==> src/rtl/elastic_register_pipe_if.sv <==
// Valid/ready payload channel used on both sides of the elastic register pipe.
// The producer drives data/valid and the consumer drives ready.
interface elastic_register_pipe_if #(
  parameter int WIDTH = 8
) ();
  logic [WIDTH-1:0] data;
  logic             valid;
  logic             ready;

  modport master (
    output data,
    output valid,
    input  ready
  );

  modport slave (
    input  data,
    input  valid,
    output ready
  );
endinterface

==> src/rtl/elastic_register_pipe.sv <==
// Elastic register pipeline: DEPTH valid/ready stages with bubble collapse,
// flush, and a registered occupancy count. DEPTH=0 degenerates to a wire.
module elastic_register_pipe #(
  parameter int WIDTH      = 8,
  parameter int DEPTH      = 2,
  parameter bit RESET_DATA = 1'b0,
  localparam int CW        = (DEPTH < 1) ? 1 : $clog2(DEPTH + 1)
) (
  input  logic                     clk_i,
  input  logic                     rst_i,
  input  logic                     flush_i,
  elastic_register_pipe_if.slave   up_if,
  elastic_register_pipe_if.master  dn_if,
  output logic [CW-1:0]            occupancy_o
);

  generate
    if (DEPTH == 0) begin : g_pass

      assign dn_if.data  = up_if.data;
      assign dn_if.valid = up_if.valid & ~flush_i;
      assign up_if.ready = dn_if.ready & ~flush_i;
      assign occupancy_o = '0;

    end else begin : g_pipe

      logic [DEPTH-1:0][WIDTH-1:0] data_q;
      logic [DEPTH-1:0][WIDTH-1:0] data_d;
      logic [DEPTH-1:0][WIDTH-1:0] in_data_s;
      logic [DEPTH-1:0]            valid_q;
      logic [DEPTH-1:0]            valid_d;
      logic [DEPTH-1:0]            in_valid_s;
      logic [DEPTH-1:0]            accept_s;
      logic [CW-1:0]               occ_q;
      logic [CW-1:0]               occ_d;
      logic                        acc_s;
      logic                        ready_in_s;
      logic                        in_xfer_s;
      logic                        out_xfer_s;

      // A stage can accept when it, or any stage downstream of it, is empty or draining.
      always_comb begin
        accept_s = '0;
        acc_s    = dn_if.ready;
        for (int i = DEPTH - 1; i >= 0; i--) begin
          acc_s       = acc_s | ~valid_q[i];
          accept_s[i] = acc_s;
        end
      end

      assign ready_in_s = accept_s[0] & ~flush_i;
      assign in_xfer_s  = up_if.valid & ready_in_s;
      assign out_xfer_s = valid_q[DEPTH-1] & dn_if.ready;

      always_comb begin
        in_data_s     = '0;
        in_valid_s    = '0;
        in_data_s[0]  = up_if.data;
        in_valid_s[0] = in_xfer_s;
        for (int i = 1; i < DEPTH; i++) begin
          in_data_s[i]  = data_q[i-1];
          in_valid_s[i] = valid_q[i-1];
        end
      end

      // Data only moves on a real payload so bubbles leave the registers quiet.
      always_comb begin
        valid_d = valid_q;
        data_d  = data_q;
        occ_d   = occ_q;
        for (int i = 0; i < DEPTH; i++) begin
          if (accept_s[i]) begin
            valid_d[i] = in_valid_s[i];
            if (in_valid_s[i]) begin
              data_d[i] = in_data_s[i];
            end else begin
              data_d[i] = data_q[i];
            end
          end else begin
            valid_d[i] = valid_q[i];
            data_d[i]  = data_q[i];
          end
        end
        if (flush_i) begin
          valid_d = '0;
          occ_d   = '0;
        end else begin
          case ({in_xfer_s, out_xfer_s})
            2'b10:   occ_d = occ_q + CW'(1);
            2'b01:   occ_d = occ_q - CW'(1);
            default: occ_d = occ_q;
          endcase
        end
      end

      always_ff @(posedge clk_i) begin
        if (rst_i) begin
          valid_q <= '0;
          occ_q   <= '0;
        end else begin
          valid_q <= valid_d;
          occ_q   <= occ_d;
        end
      end

      always_ff @(posedge clk_i) begin
        if (rst_i && RESET_DATA) begin
          data_q <= '0;
        end else begin
          data_q <= data_d;
        end
      end

      assign dn_if.data  = data_q[DEPTH-1];
      assign dn_if.valid = valid_q[DEPTH-1];
      assign up_if.ready = ready_in_s;
      assign occupancy_o = occ_q;

    end
  endgenerate

endmodule

==> src/flat_wrapper.sv <==
// flat-port wrapper written by rule: the top's interface ports become plain ports
module elastic_register_pipe_flat 
#(
  parameter int WIDTH      = 8,
  parameter int DEPTH      = 2,
  parameter bit RESET_DATA = 1'b0,
  localparam int CW        = (DEPTH < 1) ? 1 : $clog2(DEPTH + 1)
)
  (clk_i, rst_i, flush_i, occupancy_o, up_if_data, up_if_valid, up_if_ready, dn_if_data, dn_if_valid, dn_if_ready);
  elastic_register_pipe_if #(.WIDTH(WIDTH)) up_if_i ();
  elastic_register_pipe_if #(.WIDTH(WIDTH)) dn_if_i ();
  input  logic clk_i;
  input  logic rst_i;
  input  logic flush_i;
  output logic [CW-1:0] occupancy_o;
  input wire logic [$bits(up_if_i.data)-1:0] up_if_data;
  input wire logic [$bits(up_if_i.valid)-1:0] up_if_valid;
  output wire logic [$bits(up_if_i.ready)-1:0] up_if_ready;
  output wire logic [$bits(dn_if_i.data)-1:0] dn_if_data;
  output wire logic [$bits(dn_if_i.valid)-1:0] dn_if_valid;
  input wire logic [$bits(dn_if_i.ready)-1:0] dn_if_ready;
  assign up_if_i.data = up_if_data;
  assign up_if_i.valid = up_if_valid;
  assign up_if_ready = up_if_i.ready;
  assign dn_if_data = dn_if_i.data;
  assign dn_if_valid = dn_if_i.valid;
  assign dn_if_i.ready = dn_if_ready;
  elastic_register_pipe #(.WIDTH(WIDTH), .DEPTH(DEPTH), .RESET_DATA(RESET_DATA)) u_core (.clk_i(clk_i), .rst_i(rst_i), .flush_i(flush_i), .up_if(up_if_i), .dn_if(dn_if_i), .occupancy_o(occupancy_o));
endmodule
==> config.mk <==
export PLATFORM = sky130hd
export DESIGN_NAME = elastic_register_pipe_flat
export DESIGN_NICKNAME = d
export VERILOG_FILES = /design/src/rtl/elastic_register_pipe_if.sv /design/src/rtl/elastic_register_pipe.sv /design/src/flat_wrapper.sv
export SDC_FILE = /design/constraint.sdc
export NUM_CORES = 1
export LEC_CHECK = 0
export CELL_PAD_IN_SITES_DETAIL_PLACEMENT = 1
export CELL_PAD_IN_SITES_GLOBAL_PLACEMENT = 2
export CORE_MARGIN = 5
export CORE_UTILIZATION = 31
export CTS_CLUSTER_DIAMETER = 150
export DETAILED_ROUTE_END_ITERATION = 8
export PLACE_DENSITY_LB_ADDON = 0.1
export SYNTH_ARGS = -nofsm -noshare
export SYNTH_HDL_FRONTEND = slang
export SYNTH_SLANG_ARGS = --single-unit
==> constraint.sdc <==
create_clock -name clk_i -period 3 [get_ports clk_i]
set_input_delay 0.6 -clock clk_i [delete_from_list [all_inputs] [get_ports clk_i]]
set_output_delay 0.6 -clock clk_i [all_outputs]
set_load 0.01 [all_outputs]
# After elaboration in Yosys (flattened, before gate mapping)
# Index checks and enable logic that the tools add are counted.
[classes]
addsub = 2
multipliers = 0
div = 0
n_lt_le_gt_ge = 0
n_eq_ne = 2
n_shift = 0
muxes = 1
bitwise = 8
reduce_logical = 4
[ops]
columns = ["op", "n"]
rows = [
  ["$pmux W2 S2", 1],
  ["$reduce_and A2 Y1", 2],
  ["$and A1 B1 Y1", 3],
  ["$not A1 Y1", 3],
  ["$add A2 B1 Y2 const B", 1],
  ["$eq A2 B1 Y1 const B", 1],
  ["$eq A2 B2 Y1 const B", 1],
  ["$or A1 B1 Y1", 2],
  ["$reduce_bool A2 Y1", 1],
  ["$reduce_or A2 Y1", 1],
  ["$sub A2 B1 Y2 const B", 1],
]
[totals]
register_bits = 20
latchBits = 0
ram_bits = 0
romBits = 0
out_inout_bits = 12
n_memories = 0

# Logic depth before layout (Yosys ltp)
# Gate-level depths: netlist of run 1.
[depth]
word_depth = 7
depth_mapped = 7
mapped_depth_nobuf = 7

# Least setup slack after synthesis of run 1
# No wires, ideal clock.
[synth_timing]
path_kind = "in2reg"
startpoint = "input dn_if_ready"
endpoint = "register u_core.g_pipe.occ_q[1] (netlist: u_core.occupancy_o[1])"
setup_ns = 0.070
t_arrival_ns = 1.850
t_required_ns = 2.930
slack_ns = 1.080
stages = 6
n_path_buf = 0
cell_sequence = "nor2b_1 -> a21oi_1 -> nand2_1 -> ha_1 -> or3_1 -> a21boi_1"
[synth_between]
elab_chain_len = 6
[synth_lines]
columns = ["element", "line_no", "source"]
rows = [
  ["from (decl)", "flat_wrapper.sv:21", "input wire logic [$bits(dn_if_i.ready)-1:0] dn_if_ready;"],
  ["$or A1 B1 Y1 * (2 in a row)", "elastic_register_pipe.sv:46", "acc_s = acc_s | ~valid_q[i];"],
  ["$and A1 B1 Y1 *", "elastic_register_pipe.sv:51", "assign ready_in_s = accept_s[0] & ~flush_i;"],
  ["via up_if_ready", "flat_wrapper.sv:18", "output wire logic [$bits(up_if_i.ready)-1:0] up_if_ready;"],
  ["$and A1 B1 Y1 *", "elastic_register_pipe.sv:52", "assign in_xfer_s = up_if.valid & ready_in_s;"],
  ["$eq A2 B1 Y1 / $eq A2 B2 Y1 (equally long branches)", "elastic_register_pipe.sv:88", "case ({in_xfer_s, out_xfer_s})"],
  ["$pmux W2 S2 / $reduce_bool A2 Y1 (equally long branches)", "-", ""],
  ["to (signal assigned)", "elastic_register_pipe.sv:99", "occ_q <= '0;"],
  ["to (signal assigned)", "elastic_register_pipe.sv:102", "occ_q <= occ_d;"],
  ["to (decl)", "elastic_register_pipe.sv:34", "logic [CW-1:0] occ_q;"],
]
# Mark *: on every way through the listed nets, which the timed path passes. The rest lies on a longest branch.
# A chain may end at the register's enable or synchronous reset.

# Worst setup path after layout of run 1
[layout_timing]
startpoint = "input dn_if_ready"
endpoint = "output up_if_ready"
[layout_between]
elab_chain_len = 3
[layout_lines]
columns = ["element", "line_no"]
rows = [
  ["$or A1 B1 Y1 (2 in a row)", "elastic_register_pipe.sv:46"],
  ["$and A1 B1 Y1", "elastic_register_pipe.sv:51"],
  ["to (decl)", "flat_wrapper.sv:18"],
]
# Every way passes these cells.

==> results of run 1 <==
## per-layer routing
layer / track usage / part of all wire / wire, µm
met5: 0 / 0 / 0
met2: 0.128 / 0.53 / 617
met1: 0.0830 / 0.39 / 461
met4: 0.0397 / 0 / 0
met3: 0.0307 / 0.076 / 89
## final cells by class
type | count | area (µm²) | area share
Clock buffer | 4 | 26.3 | 0.0269
Multi-Input combinational cell | 17 | 109 | 0.111
Sequential cell | 20 | 561 | 0.573
Tap cell | 28 | 35.0 | 0.0358
Timing Repair Buffer | 25 | 248 | 0.253
## state kept, by name, indices dropped and copies added, names as in the netlist
| signal | flops |
|---|---|
| u_core.g_pipe.data_q | 8 |
| u_core.dn_if.data | 8 |
| u_core.occupancy_o | 2 |
| u_core.g_pipe.valid_q | 2 |
## power by group
| group | leakage, µW | internal, µW | switching, µW |
|---|---|---|---|
| Clock | 0.0000150 | 51.6 | 77.3 |
| Combinational | 0.000137 | 25.4 | 14.7 |
| Sequential | 0.000181 | 313 | 3.52 |
## placed cells by master, fill, tap and decap left out, types with 2 or more instances in the layout
master and count:
nor2b_1 2, dfxtp_1 4, clkdlybuf4s50_1 24, edfxtp_1 16, a21oi_1 2, and2_1 2
nor3_1 2, clkbuf_4 3
## metrics by stage
step	power, µW	util	std cells	instance area, µm²
2_1_floorplan	337	-	45	729
3_3_place_gp	363	0.426	90	952
3_5_place_dp	364	0.426	90	952
4_1_cts	496	0.438	94	978
5_1_grt	506	0.438	94	978
6_report	486	0.438	94	978
## how the worst min path moves through the flow
stage | depth (start not counted) | end | from
final | 0 | u_core.dn_if.data[5]$_DFFE_PP_ | u_core.g_pipe.data_q[5]$_DFFE_PP_
after global routing | 0 | u_core.dn_if.data[1]$_DFFE_PP_ | u_core.g_pipe.data_q[1]$_DFFE_PP_
after CTS | 0 | u_core.dn_if.data[2]$_DFFE_PP_ | u_core.g_pipe.data_q[2]$_DFFE_PP_
after detailed placement | 0 | u_core.dn_if.data[2]$_DFFE_PP_ | u_core.g_pipe.data_q[2]$_DFFE_PP_
after global placement | 0 | u_core.dn_if.data[0]$_DFFE_PP_ | u_core.g_pipe.data_q[0]$_DFFE_PP_
after floorplan | 0 | u_core.dn_if.data[0]$_DFFE_PP_ | u_core.g_pipe.data_q[0]$_DFFE_PP_
## worst max-delay path, cell delays in order
cell	delay, ns
clkdlybuf4s50_1	0.47
nor2b_1	0.08
a21oi_1	0.22
clkdlybuf4s50_1	0.58
## logic make-up (layout without fill, tap and decap cells)
group | Yosys count | after routing
and+or+nand+nor | 9 | 9
buffers and inverters | 8 | 29
xor gates and xnor gates | 2 | 2
AOI/OAI and AO/OA | 5 | 5
DFF | 20 | 20
adders and majority gates | 1 | 1
==> metrics, run 1 <==
status complete, no violations; residual DRC count 0; # fillers 249; crit path DAT around 2.0 ns; Worst Reg-to-Reg Cells 6; 1st-iter DRT viols 2; cell with the most instances after synthesis edfxtp_1; Synth top area share 0.659; Skew-Pair Late Insertion Delay 0.29 ns; top_reg_cell synth edfxtp_1; RePlAce Congestion 0.704; gr usage total 0.0765; clk sinks 20; DR vias between 400 and 500; Mapped Area 729 µm²; Hold Crit Class flop to flop; Mapped Cells 45; HPWL Detailed 895 µm; largest family of logic cells by synthesized area buffers and inverters; Die X between 50 and 60 µm; Area growth syn-to-layout 34.1%; post-synthesis adder-cell area fraction 0.0172; RSZ-0062 raised after global routing no; core box area 2230 µm²; grt ovf 0; synth unique cells 16; Critical Path Start dn_if_ready; FMAX 392 MHz; final setup fails 0; H-tree depth 1; Post-CTS Hold Fix Bufs 0; setup_tns 0 ns; # Max-Cap Violations 0; synth warn 0; Post-synth top cells edfxtp_1 (16), buf_4 (8), dfxtp_1 (4); CP Class input port to output pin; Max clock buf depth 2; Net count, final 81; routed len/inst 12.4 µm; Post-CTS Repair Setup Buffers 0; post-synthesis mux area share 0; simple-gate area share of the yosys netlist 0.0669; post-synthesis async set-or-reset flop share 0; Starting Density 0.327; syn_nets just under 60; clock slew at reported path FFs 0.11 ns; Critical Path Sink up_if_ready; Slew Limit Fails 0; Mapped Avg Cell Area 16.2 µm²; WL final roughly 1200 µm; DP Worst Slack 0.436 ns; DIE AREA 3420 µm²; Post-synth EDFFs 16; Compound-Gate Fraction of Synth Area 0.0412; Setup crit start kind input port; final worst slack roughly 0.45 ns; static leakage 0.000333 µW; area leader, netlist edfxtp_1; Reg-to-Reg Start u_core.g_pipe.valid_q[1]$_SDFFE_PP0P_; Worst EP required 2.40 ns; Area contributors post-synth edfxtp_1 (66%), dfxtp_1 (11%), buf_4 (8.2%); first-pass GRT wire length 1900 µm; Yosys reg bits 20; Final min period 2.55 ns; I/O Buffers 24; cts repair resizes 0; Post-Synth XOR/XNOR Area 0.0240; largest net degree at the start of global routing 12; number of diodes 0; Slew @ Worst Pin around 0.39 ns; clock root buffer clkbuf_4; Via density 4.31; layout cells sized above 1 0.0606; r2r setup slk 1.25 ns; Slew Limit Headroom 0.739; Final Hold Fails 0; initial antenna violation count 0; critical path endpoint category output pin; final hold slack 0.431 ns; vias in the first global route 453; worst clock skew 0.00167 ns; Worst IR Drop VDD 0.000223 V; die height ~59 µm; Num CTS Buffers 3; Seq/Total Area, Yosys 0.768; crit path max fanout 4; IO Pins 25; fin crit share 0.851; Reg-to-Reg End u_core.occupancy_o[1]$_SDFFE_PP0P_; CTS tree built; PD cells 496 nW/µm²; DR pass1 iterations 2; num rows 17; Routed Antenna Nets 0
Note: power is estimated with default switching activity, not from simulation.
==> run 2, diff against run 1 <==
--- a/config.mk
+++ b/config.mk
@@ -12,6 +12,7 @@
 export CTS_CLUSTER_DIAMETER = 150
 export DETAILED_ROUTE_END_ITERATION = 8
 export PLACE_DENSITY_LB_ADDON = 0.1
+export SLEW_MARGIN = 5
 export SYNTH_ARGS = -nofsm -noshare
 export SYNTH_HDL_FRONTEND = slang
 export SYNTH_SLANG_ARGS = --single-unit
==> results of run 2 <==
Final layout, timing and power as in run 1 (identical DEF).
